### config.mk
export PLATFORM = sky130hd
export DESIGN_NAME = mem_port_arbiter
export DESIGN_NICKNAME = d
export VERILOG_FILES = /design/src/rtl/mem_port_arbiter.sv
export SDC_FILE = /design/constraint.sdc
export NUM_CORES = 1
export LEC_CHECK = 0
export BUFFER_PORTS_ARGS = -buffer_cell sky130_fd_sc_hd__buf_4
export CAP_MARGIN = 15
export CORE_MARGIN = 8
export CORE_UTILIZATION = 43
export DETAILED_ROUTE_END_ITERATION = 10
export HOLD_SLACK_MARGIN = 0.08
export PLACE_DENSITY = 0.77
export SYNTH_ARGS = -nofsm -noshare
export SYNTH_HDL_FRONTEND = slang
export SYNTH_SLANG_ARGS = --single-unit
### constraint.sdc
create_clock -name clk -period 4.3 [get_ports clk]
set_clock_uncertainty 0.15 [all_clocks]
set_input_delay 0.43 -clock clk [delete_from_list [all_inputs] [get_ports clk]]
set_output_delay 0.43 -clock clk [all_outputs]
set_load 0.05 [all_outputs]
### src/rtl/mem_port_arbiter.sv
// Arbiter sharing one single-port memory between the fetch and data ports.
// Serialises requests, stalls the loser, bounds fetch starvation, times out.
//
// Ports:
//   clk, rst             clock; asynchronous active-high reset
//   if_req/if_addr       fetch request in; if_data/if_stall out
//   dm_read/dm_write     data request in; dm_addr/dm_wdata in
//   dm_rdata/dm_stall    data read result and stall out
//   mem_req/we/addr/wdata registered memory request out
//   mem_rdata/mem_ack    memory response in
//   bus_err              sticky timeout flag, cleared only by rst
module mem_port_arbiter #(
    parameter int STARVE_MAX  = 4,
    parameter int TIMEOUT_CYC = 255
) (
    input  logic        clk,
    input  logic        rst,
    input  logic        if_req,
    input  logic [31:0] if_addr,
    output logic [31:0] if_data,
    output logic        if_stall,
    input  logic        dm_read,
    input  logic        dm_write,
    input  logic [31:0] dm_addr,
    input  logic [31:0] dm_wdata,
    output logic [31:0] dm_rdata,
    output logic        dm_stall,
    output logic        mem_req,
    output logic        mem_we,
    output logic [31:0] mem_addr,
    output logic [31:0] mem_wdata,
    input  logic [31:0] mem_rdata,
    input  logic        mem_ack,
    output logic        bus_err
);

    localparam int SW = $clog2(STARVE_MAX + 1);

    typedef enum logic [2:0] {
        IDLE, SRV_D, SRV_I, DONE_D, DONE_I
    } state_t;

    state_t        state;
    state_t        state_nx;
    logic [SW-1:0] starve_cnt;
    logic [7:0]    wait_cnt;
    logic          dm_any;
    logic          starved;
    logic          grant_d;
    logic          grant_i;
    logic          timeout;

    assign dm_any  = dm_read | dm_write;
    assign starved = if_req & (starve_cnt == SW'(STARVE_MAX));
    assign grant_d = dm_any & ~starved;
    assign grant_i = if_req & ~grant_d;
    // Abort on the edge that ends the TIMEOUT_CYC-th unacknowledged SRV cycle.
    assign timeout = ~mem_ack & (wait_cnt == 8'(TIMEOUT_CYC - 1));

    always_ff @(posedge clk or posedge rst) begin
        if (rst) state <= IDLE;
        else     state <= state_nx;
    end

    always_comb begin
        state_nx = state;
        unique case (state)
            IDLE: begin
                if (grant_d)      state_nx = SRV_D;
                else if (grant_i) state_nx = SRV_I;
            end
            SRV_D:  if (mem_ack || timeout) state_nx = DONE_D;
            SRV_I:  if (mem_ack || timeout) state_nx = DONE_I;
            DONE_D: state_nx = IDLE;
            DONE_I: state_nx = IDLE;
            default: state_nx = IDLE;
        endcase
    end

    always_comb begin
        if_stall = if_req & (state != DONE_I);
        dm_stall = dm_any & (state != DONE_D);
    end

    always_ff @(posedge clk or posedge rst) begin
        if (rst) begin
            mem_req    <= 1'b0;
            mem_we     <= 1'b0;
            mem_addr   <= '0;
            mem_wdata  <= '0;
            if_data    <= '0;
            dm_rdata   <= '0;
            bus_err    <= 1'b0;
            starve_cnt <= '0;
            wait_cnt   <= '0;
        end else begin
            unique case (state)
                IDLE: begin
                    wait_cnt <= '0;
                    if (grant_d) begin
                        mem_req   <= 1'b1;
                        mem_we    <= dm_write;
                        mem_addr  <= dm_addr;
                        mem_wdata <= dm_wdata;
                    end else if (grant_i) begin
                        mem_req  <= 1'b1;
                        mem_we   <= 1'b0;
                        mem_addr <= if_addr;
                    end
                    if (!if_req || grant_i)
                        starve_cnt <= '0;
                    else if (grant_d && !starved)
                        starve_cnt <= starve_cnt + 1'b1;
                end
                SRV_D, SRV_I: begin
                    if (mem_ack || timeout) begin
                        mem_req <= 1'b0;
                        mem_we  <= 1'b0;
                        if (timeout) bus_err <= 1'b1;
                        // A timed-out read returns zero so the CPU proceeds.
                        if (state == SRV_I)
                            if_data <= timeout ? 32'h0 : mem_rdata;
                        else if (!mem_we)
                            dm_rdata <= timeout ? 32'h0 : mem_rdata;
                    end else begin
                        wait_cnt <= wait_cnt + 8'd1;
                    end
                end
                default: ;
            endcase
        end
    end

endmodule

==> results of run 1 <==
[worst max path at each step]
stage	from	to	slack [ns]
2_1_floorplan	rst	bus_err$_DFFE_PP0P_	1.90
6_report	state[1]$_DFFE_PP0P_	if_data[15]$_DFFE_PP0P_	1.75
4_1_cts	state[1]$_DFFE_PP0P_	if_data[15]$_DFFE_PP0P_	1.75
3_3_place_gp	state[1]$_DFFE_PP0P_	if_data[9]$_DFFE_PP0P_	1.97
5_1_grt	state[1]$_DFFE_PP0P_	if_data[15]$_DFFE_PP0P_	1.59
3_5_place_dp	state[1]$_DFFE_PP0P_	if_data[21]$_DFFE_PP0P_	1.83
[power breakdown]
group	switching [W]	total [W]	internal [W]
Sequential	0.000439	0.00245	0.00201
Combinational	0.00314	0.00463	0.00149
Clock	0.000550	0.00148	0.000927
Total	0.00413	0.00855	0.00442
[state kept, by name, summed over array words and instances (netlist names)]
signal,count
mem_addr,32
dm_rdata,32
mem_we,1
state,3
mem_req,1
if_data,32
mem_wdata,32
wait_cnt,8
bus_err,1
starve_cnt,3
[cell type report]
| class | instances | area (um^2) |
|---|---|---|
| clock buffers | 19 | 443 |
| clock inverters | 13 | 159 |
| fillers | 1094 | 5070 |
| inverters | 13 | 52.6 |
| multi-input cells | 269 | 2160 |
| flip-flops and latches | 145 | 3630 |
| well taps | 180 | 225 |
| repair buffers | 274 | 2080 |
[tightest hold or removal path, cell delays in order]
cell	delay [ns]
sky130_fd_sc_hd__buf_4	0.12
sky130_fd_sc_hd__clkinvlp_4	0.07
sky130_fd_sc_hd__buf_12	0.52
[what timing repair did]
action | CTS | global route
hold buffers | 4 | 0
buffers inserted | 0 | 0
hold endpoints to repair | 4 | 0
[kinds of logic (layout without fill, tap and decap cells)]
family | after synthesis | in the layout | share of synthesized area
simple gates | 76 | 76 | 0.0642
xor+xnor | 1 | 1 | 0.00456
compound gates | 123 | 123 | 0.164
flops | 145 | 145 | 0.601
mux | 65 | 65 | 0.114
fa+ha+maj | 4 | 4 | 0.00828
buf+inv | 53 | 319 | 0.0441
[per-layer routing]
metal / global-route usage / vias to the layer above / part of all wire / wire, um
met5: 0 / - / 0 / 0
met4: 0.0792 / 0 / 0.024 / 414
met3: 0.0658 / 24 / 0.078 / 1360
met2: 0.341 / 200 / 0.54 / 9390
met1: 0.195 / 2382 / 0.36 / 6250
li1: - / 2261 / - / -
[stage by stage]
step,std cells,util,cell area [um^2],power [W]
3_5_place_dp,877,0.587,8110,0.00713
6_report,913,0.633,8750,0.00855
2_1_floorplan,467,-,6050,0.00569
4_1_cts,913,0.633,8750,0.00864
5_1_grt,913,0.633,8750,0.00896
3_3_place_gp,877,0.587,8110,0.00700
[placed cells by master (no fill, tap or decap), types with 2 or more instances in the layout]
cell type	synthesis	routed
sky130_fd_sc_hd__buf_4	6	269
sky130_fd_sc_hd__dfrtp_1	145	145
sky130_fd_sc_hd__a32o_1	66	66
sky130_fd_sc_hd__o21ai_0	41	41
sky130_fd_sc_hd__nand2_1	39	39
sky130_fd_sc_hd__mux2i_1	33	33
sky130_fd_sc_hd__mux2_2	25	25
sky130_fd_sc_hd__clkbuf_16	0	17
sky130_fd_sc_hd__inv_1	13	12
sky130_fd_sc_hd__mux2_1	7	7
sky130_fd_sc_hd__nor2_1	6	6
sky130_fd_sc_hd__a31oi_1	7	6
sky130_fd_sc_hd__nand3_1	5	5
sky130_fd_sc_hd__nor3_1	5	5
sky130_fd_sc_hd__nor4_1	4	4
sky130_fd_sc_hd__clkinvlp_4	0	4
sky130_fd_sc_hd__ha_1	4	4
sky130_fd_sc_hd__clkinv_2	0	4
sky130_fd_sc_hd__dlygate4sd3_1	0	4
sky130_fd_sc_hd__nand4_1	3	3
sky130_fd_sc_hd__bufinv_16	0	3
sky130_fd_sc_hd__nand2_2	2	2
sky130_fd_sc_hd__inv_6	0	2
==> Implementation_results.wiki, run 1 <==
{| class="wikitable"
! Metric !! Value
|-
| Initial Utilization || 0.437
|-
| Result of the run || finished clean
|-
| Synth-to-layout area growth || 44.9%
|-
| End of the worst register-to-register path || if_data[15]$_DFFE_PP0P_
|-
| Total congestion overflow after global routing || 0
|-
| Number of vias per cell || around 5.3
|-
| Ports || 267
|-
| Peak ir drop on the vdd network || just over 0.0006 V
|-
| Max-cap violation count || 0
|-
| Sort of element at the start of the critical path || flip-flop
|-
| Via Count || between 4000 and 5000
|-
| Required time of the critical path || between 4 and 5 ns
|-
| Arrival @ worst endpoint || about 2.7 ns
|-
| Post-layout min period || 2.55 ns
|-
| Antenna Cells || 0
|-
| Fraction of registers with async set or reset after synthesis || 1.00
|-
| Syn Nets || 605
|-
| CTS Buffer Depth || 2
|-
| Initial DRT Pass Iterations || 6
|-
| Cell row count || 43
|-
| Width of the die || between 100 and 150 um
|-
| Cell area after technology mapping || between 6000 and 7000 um^2
|-
| Most used standard cell by instance count after synthesis || sky130_fd_sc_hd__dfrtp_1
|-
| Number of global-route vias before repair || between 5000 and 6000
|-
| Placeable core area || ~14000 um^2
|-
| Root buffer selected by CTS || sky130_fd_sc_hd__clkbuf_16
|-
| Number of enable-type register cells in the synthesized netlist || 0
|-
| Max Slew Vio Count || 0
|-
| Category of the most critical setup path || reg2reg
|-
| Synthesis-stage register bit count || between 100 and 150
|-
| Clk sinks || between 100 and 150
|-
| # resized after CTS || 0
|-
| Critical path buffer and inverter count || 0
|-
| Full die area || 18100 um^2
|-
| Leading post-synthesis cells by instance count || sky130_fd_sc_hd__dfrtp_1 (145), sky130_fd_sc_hd__a32o_1 (66), sky130_fd_sc_hd__o21ai_0 (41)
|-
| Detailed router's first-iteration violation count || around 260
|-
| Pwr/cell area || 977 nW/um^2
|-
| Clock buffer count from CTS || 17
|-
| Remaining max-slew budget at the tightest pin || 0.338
|-
| Pin slew with the least headroom to its limit || around 0.99 ns
|-
| Cell count after synthesis || roughly 470
|-
| Setup Viol. Count Final || 0
|-
| Largest stage delay on the critical path || roughly 0.7 ns
|-
| Hold Vio Cnt, Final || 0
|-
| Clock latency reported for the late side of the worst-skew pair || around 0.4 ns
|-
| DRC || 0
|-
| Worst hold slack || about 0.082 ns
|-
| Depth of the CTS H-tree || 4
|-
| Area share of the leading cell type in the synthesized netlist || 0.601
|-
| CTS tree || built
|-
| Distinct cells, synth || 43
|-
| Class of the tightest hold or removal check || in2async
|-
| Fmax || 392 MHz
|-
| Post-synthesis area per instance || around 13 um^2
|-
| Setup repair after global routing missed its margin || no
|-
| Post-CTS clock slew at the launch and capture registers of the worst setup and hold paths || 0.06 ns
|-
| Final routed wirelength across all metal layers || 17400 um
|-
| Count of nets left with antenna violations after detail routing || 0
|-
| Net count, final || roughly 860
|-
| Slack of the worst reg-to-reg path || around 1.8 ns
|-
| Highest fanout seen on the critical path || 33
|-
| Die height || roughly 130 um
|-
| Global-route wire length before repair || ~27000 um
|-
| Critical R2R Launch || state[1]$_DFFE_PP0P_
|-
| Critical path, cell by cell || and3_2 > nand2_2 > a32o_1
|-
| Post-synthesis cell type with the largest combined area || sky130_fd_sc_hd__dfrtp_1
|-
| Final Wtd Congestion || 0.806
|-
| Number of logic stages on the critical path including buffering || 3
|-
| Number of antenna violations at the first check in global routing || 0
|-
| Post-route clock period utilization || 0.593
|-
| Main flop type after synthesis || sky130_fd_sc_hd__dfrtp_1
|-
| Area contributors post-synth || sky130_fd_sc_hd__dfrtp_1 (60%), sky130_fd_sc_hd__a32o_1 (11%), sky130_fd_sc_hd__mux2i_1 (5.5%)
|-
| Synth warnings || 0
|-
| Top delay family on crit path || simple AND/OR/NAND/NOR gates
|-
| Cell leakage power || between 4 and 5 nW
|-
| CP endpoint kind || flip-flop
|-
| Worst Setup Slack, final || 1.75 ns
|-
| Post-DP HPWL || approximately 13000 um
|-
| Largest net degree at the start of global routing || approximately 150
|-
| Worst Reg-to-Reg Cells || 3
|-
| TNS Setup || 0 ns
|-
| GRT Resource Usage Total || 0.189
|-
| # port buffers || 266
|-
| Worst Setup Slack post-DPL || about 1.8 ns
|-
| Routed length per instance || roughly 19 um
|-
| Slowest stage cell, crit path || sky130_fd_sc_hd__and3_2
|-
| Share of synthesized area occupied by flip-flops and latches || 0.601
|-
| Share of post-route cells with drive strength above 1 || 0.465
|}
Note: power is estimated with default switching activity, not from simulation.
==> run 2, diff against run 1 <==
- CORE_UTILIZATION: 43 -> 45
- clock period: 4.3 -> 2.59 ns (I/O delays scaled with it)
==> Implementation_results.wiki, run 2 (synthesis results as in run 1) <==
{| class="wikitable"
! Metric !! Value
|-
| Via Count || 5566 (was 4867)
|-
| Cell leakage power || 4.84 nW (was 4.27 nW)
|-
| Width of the die || 132 um (was 135 um)
|-
| Full die area || 17400 um^2 (was 18100 um^2)
|-
| Net count, final || 993 (was 858)
|-
| CP endpoint kind || flip-flop (unchanged)
|-
| Worst Reg-to-Reg Cells || 7 (was 3)
|-
| Initial DRT Pass Iterations || 6 (unchanged)
|-
| Cell area after layout || 10100 um^2 (was 8750 um^2)
|-
| Clock buffer count from CTS || 17 (unchanged)
|-
| Depth of the CTS H-tree || 4 (unchanged)
|-
| Number of vias per cell || 5.32 (was 5.33)
|-
| Detailed router's first-iteration violation count || 365 (was 256)
|-
| Worst Setup Slack, final || 0.128 ns (was 1.75 ns)
|-
| Largest stage delay on the critical path || 0.60 ns (was 0.71 ns)
|-
| Cell row count || 42 (was 43)
|-
| Clk sinks || 145 (unchanged)
|-
| TNS Setup || 0 ns (unchanged)
|-
| Initial Utilization || 0.458 (was 0.437)
|-
| Sort of element at the start of the critical path || flip-flop (unchanged)
|-
| Post-CTS clock slew at the launch and capture registers of the worst setup and hold paths || 0.05 ns (was 0.06 ns)
|-
| Commonest cells after routing, fill and taps aside || sky130_fd_sc_hd__buf_4 (272), sky130_fd_sc_hd__dfrtp_1 (145), sky130_fd_sc_hd__dlygate4sd3_1 (133) (was sky130_fd_sc_hd__buf_4 (269), sky130_fd_sc_hd__dfrtp_1 (145), sky130_fd_sc_hd__a32o_1 (66))
|-
| Post-DP HPWL || 13100 um (was 12800 um)
|-
| Die height || 132 um (was 135 um)
|-
| Clock latency reported for the late side of the worst-skew pair || 0.40 ns (about the same)
|-
| Post-route clock period utilization || 0.951 (was 0.593)
|-
| Hold Vio Cnt, Final || 0 (unchanged)
|-
| DRC || 0 (unchanged)
|-
| Met2 global-route usage || 0.439 (was 0.341)
|-
| Critical path, cell by cell || inv_1 > ha_1 > a31oi_4 > clkbuf_8 > mux2i_1 > dlygate4sd3_1 > o21ai_0 (was and3_2 > nand2_2 > a32o_1)
|-
| # port buffers || 266 (unchanged)
|-
| Remaining max-slew budget at the tightest pin || 0.548 (was 0.338)
|-
| Net switching share of the total power || 0.482 (was 0.483)
|-
| Root buffer selected by CTS || sky130_fd_sc_hd__clkbuf_16 (unchanged)
|-
| Commonest non-fill, non-tap cell in the layout || sky130_fd_sc_hd__buf_4 (unchanged)
|-
| Category of the most critical setup path || reg2reg (unchanged)
|-
| Most heavily used metal layer in global routing || met2 (unchanged)
|-
| Setup repair after global routing missed its margin || no (unchanged)
|-
| Internal power contribution || 0.00753 W (was 0.00442 W)
|-
| Largest net degree at the start of global routing || 78 (was 146)
|-
| Share of post-route cells with drive strength above 1 || 0.394 (was 0.465)
|-
| Routed length per instance || 19.7 um (was 19.1 um)
|-
| Slack of the worst reg-to-reg path || 0.13 ns (was 1.75 ns)
|-
| Highest fanout seen on the critical path || 37 (was 33)
|-
| End of the worst register-to-register path || mem_addr[2]$_DFFE_PP0P_ (was if_data[15]$_DFFE_PP0P_)
|-
| Placeable core area || 13200 um^2 (was 13800 um^2)
|-
| Class of the tightest hold or removal check || in2async (unchanged)
|-
| Combinational power share || 0.561 (was 0.541)
|-
| CTS Buffer Depth || 2 (unchanged)
|-
| Slowest stage cell, crit path || sky130_fd_sc_hd__dlygate4sd3_1 (was sky130_fd_sc_hd__and3_2)
|-
| Worst Setup Slack post-DPL || 0.363 ns (was 1.83 ns)
|-
| Max Slew Vio Count || 0 (unchanged)
|-
| Count of nets left with antenna violations after detail routing || 0 (unchanged)
|-
| Max-cap violation count || 0 (unchanged)
|-
| Required time of the critical path || 2.73 ns (was 4.44 ns)
|-
| Number of antenna violations at the first check in global routing || 4 (was 0)
|-
| CTS tree || built (unchanged)
|-
| Met3 Track Usage GR || 0.0598 (was 0.0658)
|-
| Number of global-route vias before repair || 6214 (was 5213)
|-
| Met1 Resource Use GR || 0.238 (was 0.195)
|-
| Result of the run || finished clean (unchanged)
|-
| Global-route wire length before repair || 33000 um (was 27200 um)
|-
| Area post-placement || 8180 um^2 (was 8110 um^2)
|-
| Arrival @ worst endpoint || 2.60 ns (was 2.69 ns)
|-
| Fmax || 406 MHz (was 392 MHz)
|-
| Peak ir drop on the vdd network || 0.000828 V (was 0.000618 V)
|-
| Setup Viol. Count Final || 0 (unchanged)
|-
| GRT Resource Usage Total || 0.237 (was 0.189)
|-
| Clock network fraction of design power || 0.161 (was 0.173)
|-
| Post-layout min period || 2.46 ns (was 2.55 ns)
|-
| Total congestion overflow after global routing || 0 (unchanged)
|-
| Share of total power in sequential cells || 0.278 (was 0.286)
|-
| Net Sw Power || 0.00701 W (was 0.00413 W)
|-
| Ports || 267 (unchanged)
|-
| Synth-to-layout area growth || 67.0% (was 44.9%)
|-
| Pin slew with the least headroom to its limit || 0.679 ns (was 0.993 ns)
|-
| Critical R2R Launch || starve_cnt[0]$_DFFE_PP0P_ (was state[1]$_DFFE_PP0P_)
|-
| Final routed wirelength across all metal layers || 20600 um (was 17400 um)
|-
| Final Wtd Congestion || 0.804 (was 0.806)
|-
| Pwr/cell area || 1440 nW/um^2 (was 977 nW/um^2)
|}
==> run 2: worst max path at each step <==
stage	start	end
final	starve_cnt[0]$_DFFE_PP0P_	mem_addr[2]$_DFFE_PP0P_
after CTS	starve_cnt[0]$_DFFE_PP0P_	mem_addr[31]$_DFFE_PP0P_
after floorplan	rst	bus_err$_DFFE_PP0P_
after global placement	state[0]$_DFFE_PP0P_	if_data[6]$_DFFE_PP0P_
after global routing	starve_cnt[0]$_DFFE_PP0P_	mem_addr[2]$_DFFE_PP0P_
after detailed placement	state[0]$_DFFE_PP0P_	if_data[3]$_DFFE_PP0P_
==> run 2: timing repair <==
item / CTS / global route
resized for setup: 0 / 2
endpoints found under the setup margin: 0 / 28
hold buffers: 133 / 0
endpoints found under the hold margin: 279 / 0
buffers inserted: 0 / 0
==> run 2: worst max-delay path: cells and delay by family (launching register included) <==
family                     cells  cell delay [ns]
buffers and inverters          3             1.04
DFF                            1             0.38
muxes                          1             0.30
adders and majority gates      1             0.23
AOI/OAI and AO/OA              2             0.22
==> run 2: layer usage <==
layer | vias up | part of all wire | routed length [um]
met2 | 247 | 0.55 | 11400
met4 | 0 | 0.044 | 909
met1 | 2732 | 0.35 | 7230
met3 | 57 | 0.053 | 1090
li1 | 2530 | - | -
met5 | - | 0 | 0
==> run 2: power groups by stage <==
stage	sequential [W]	clock, W	combinational, W
finish	0.00405	0.00234	0.00815
global route	0.00418	0.00250	0.00853
CTS	0.00401	0.00239	0.00813
detailed placement	0.00403	0	0.00790
global placement	0.00396	0	0.00774
floorplan	0.00727	0	0.00218
==> run 2: final cells by class <==
| class | instances | area, um^2 |
|---|---|---|
| fillers | 814 | 3100 |
| flip-flops and latches | 145 | 3630 |
| well taps | 176 | 220 |
| clock buffers | 25 | 485 |
| diodes | 4 | 10.0 |
| inverters | 13 | 52.6 |
| clock inverters | 5 | 78.8 |
| repair buffers | 409 | 3450 |
| multi-input cells | 269 | 2160 |
==> run 2: stage by stage <==
stage | hold WS, ns | util | instances | power (W)
3_3_place_gp | 0.0190 | 0.620 | 879 | 0.0117
2_1_floorplan | 0.242 | - | 467 | 0.00945
5_1_grt | 0.165 | 0.765 | 1046 | 0.0152
3_5_place_dp | 0.0246 | 0.620 | 879 | 0.0119
4_1_cts | 0.133 | 0.764 | 1042 | 0.0145
6_report | 0.185 | 0.765 | 1046 | 0.0145
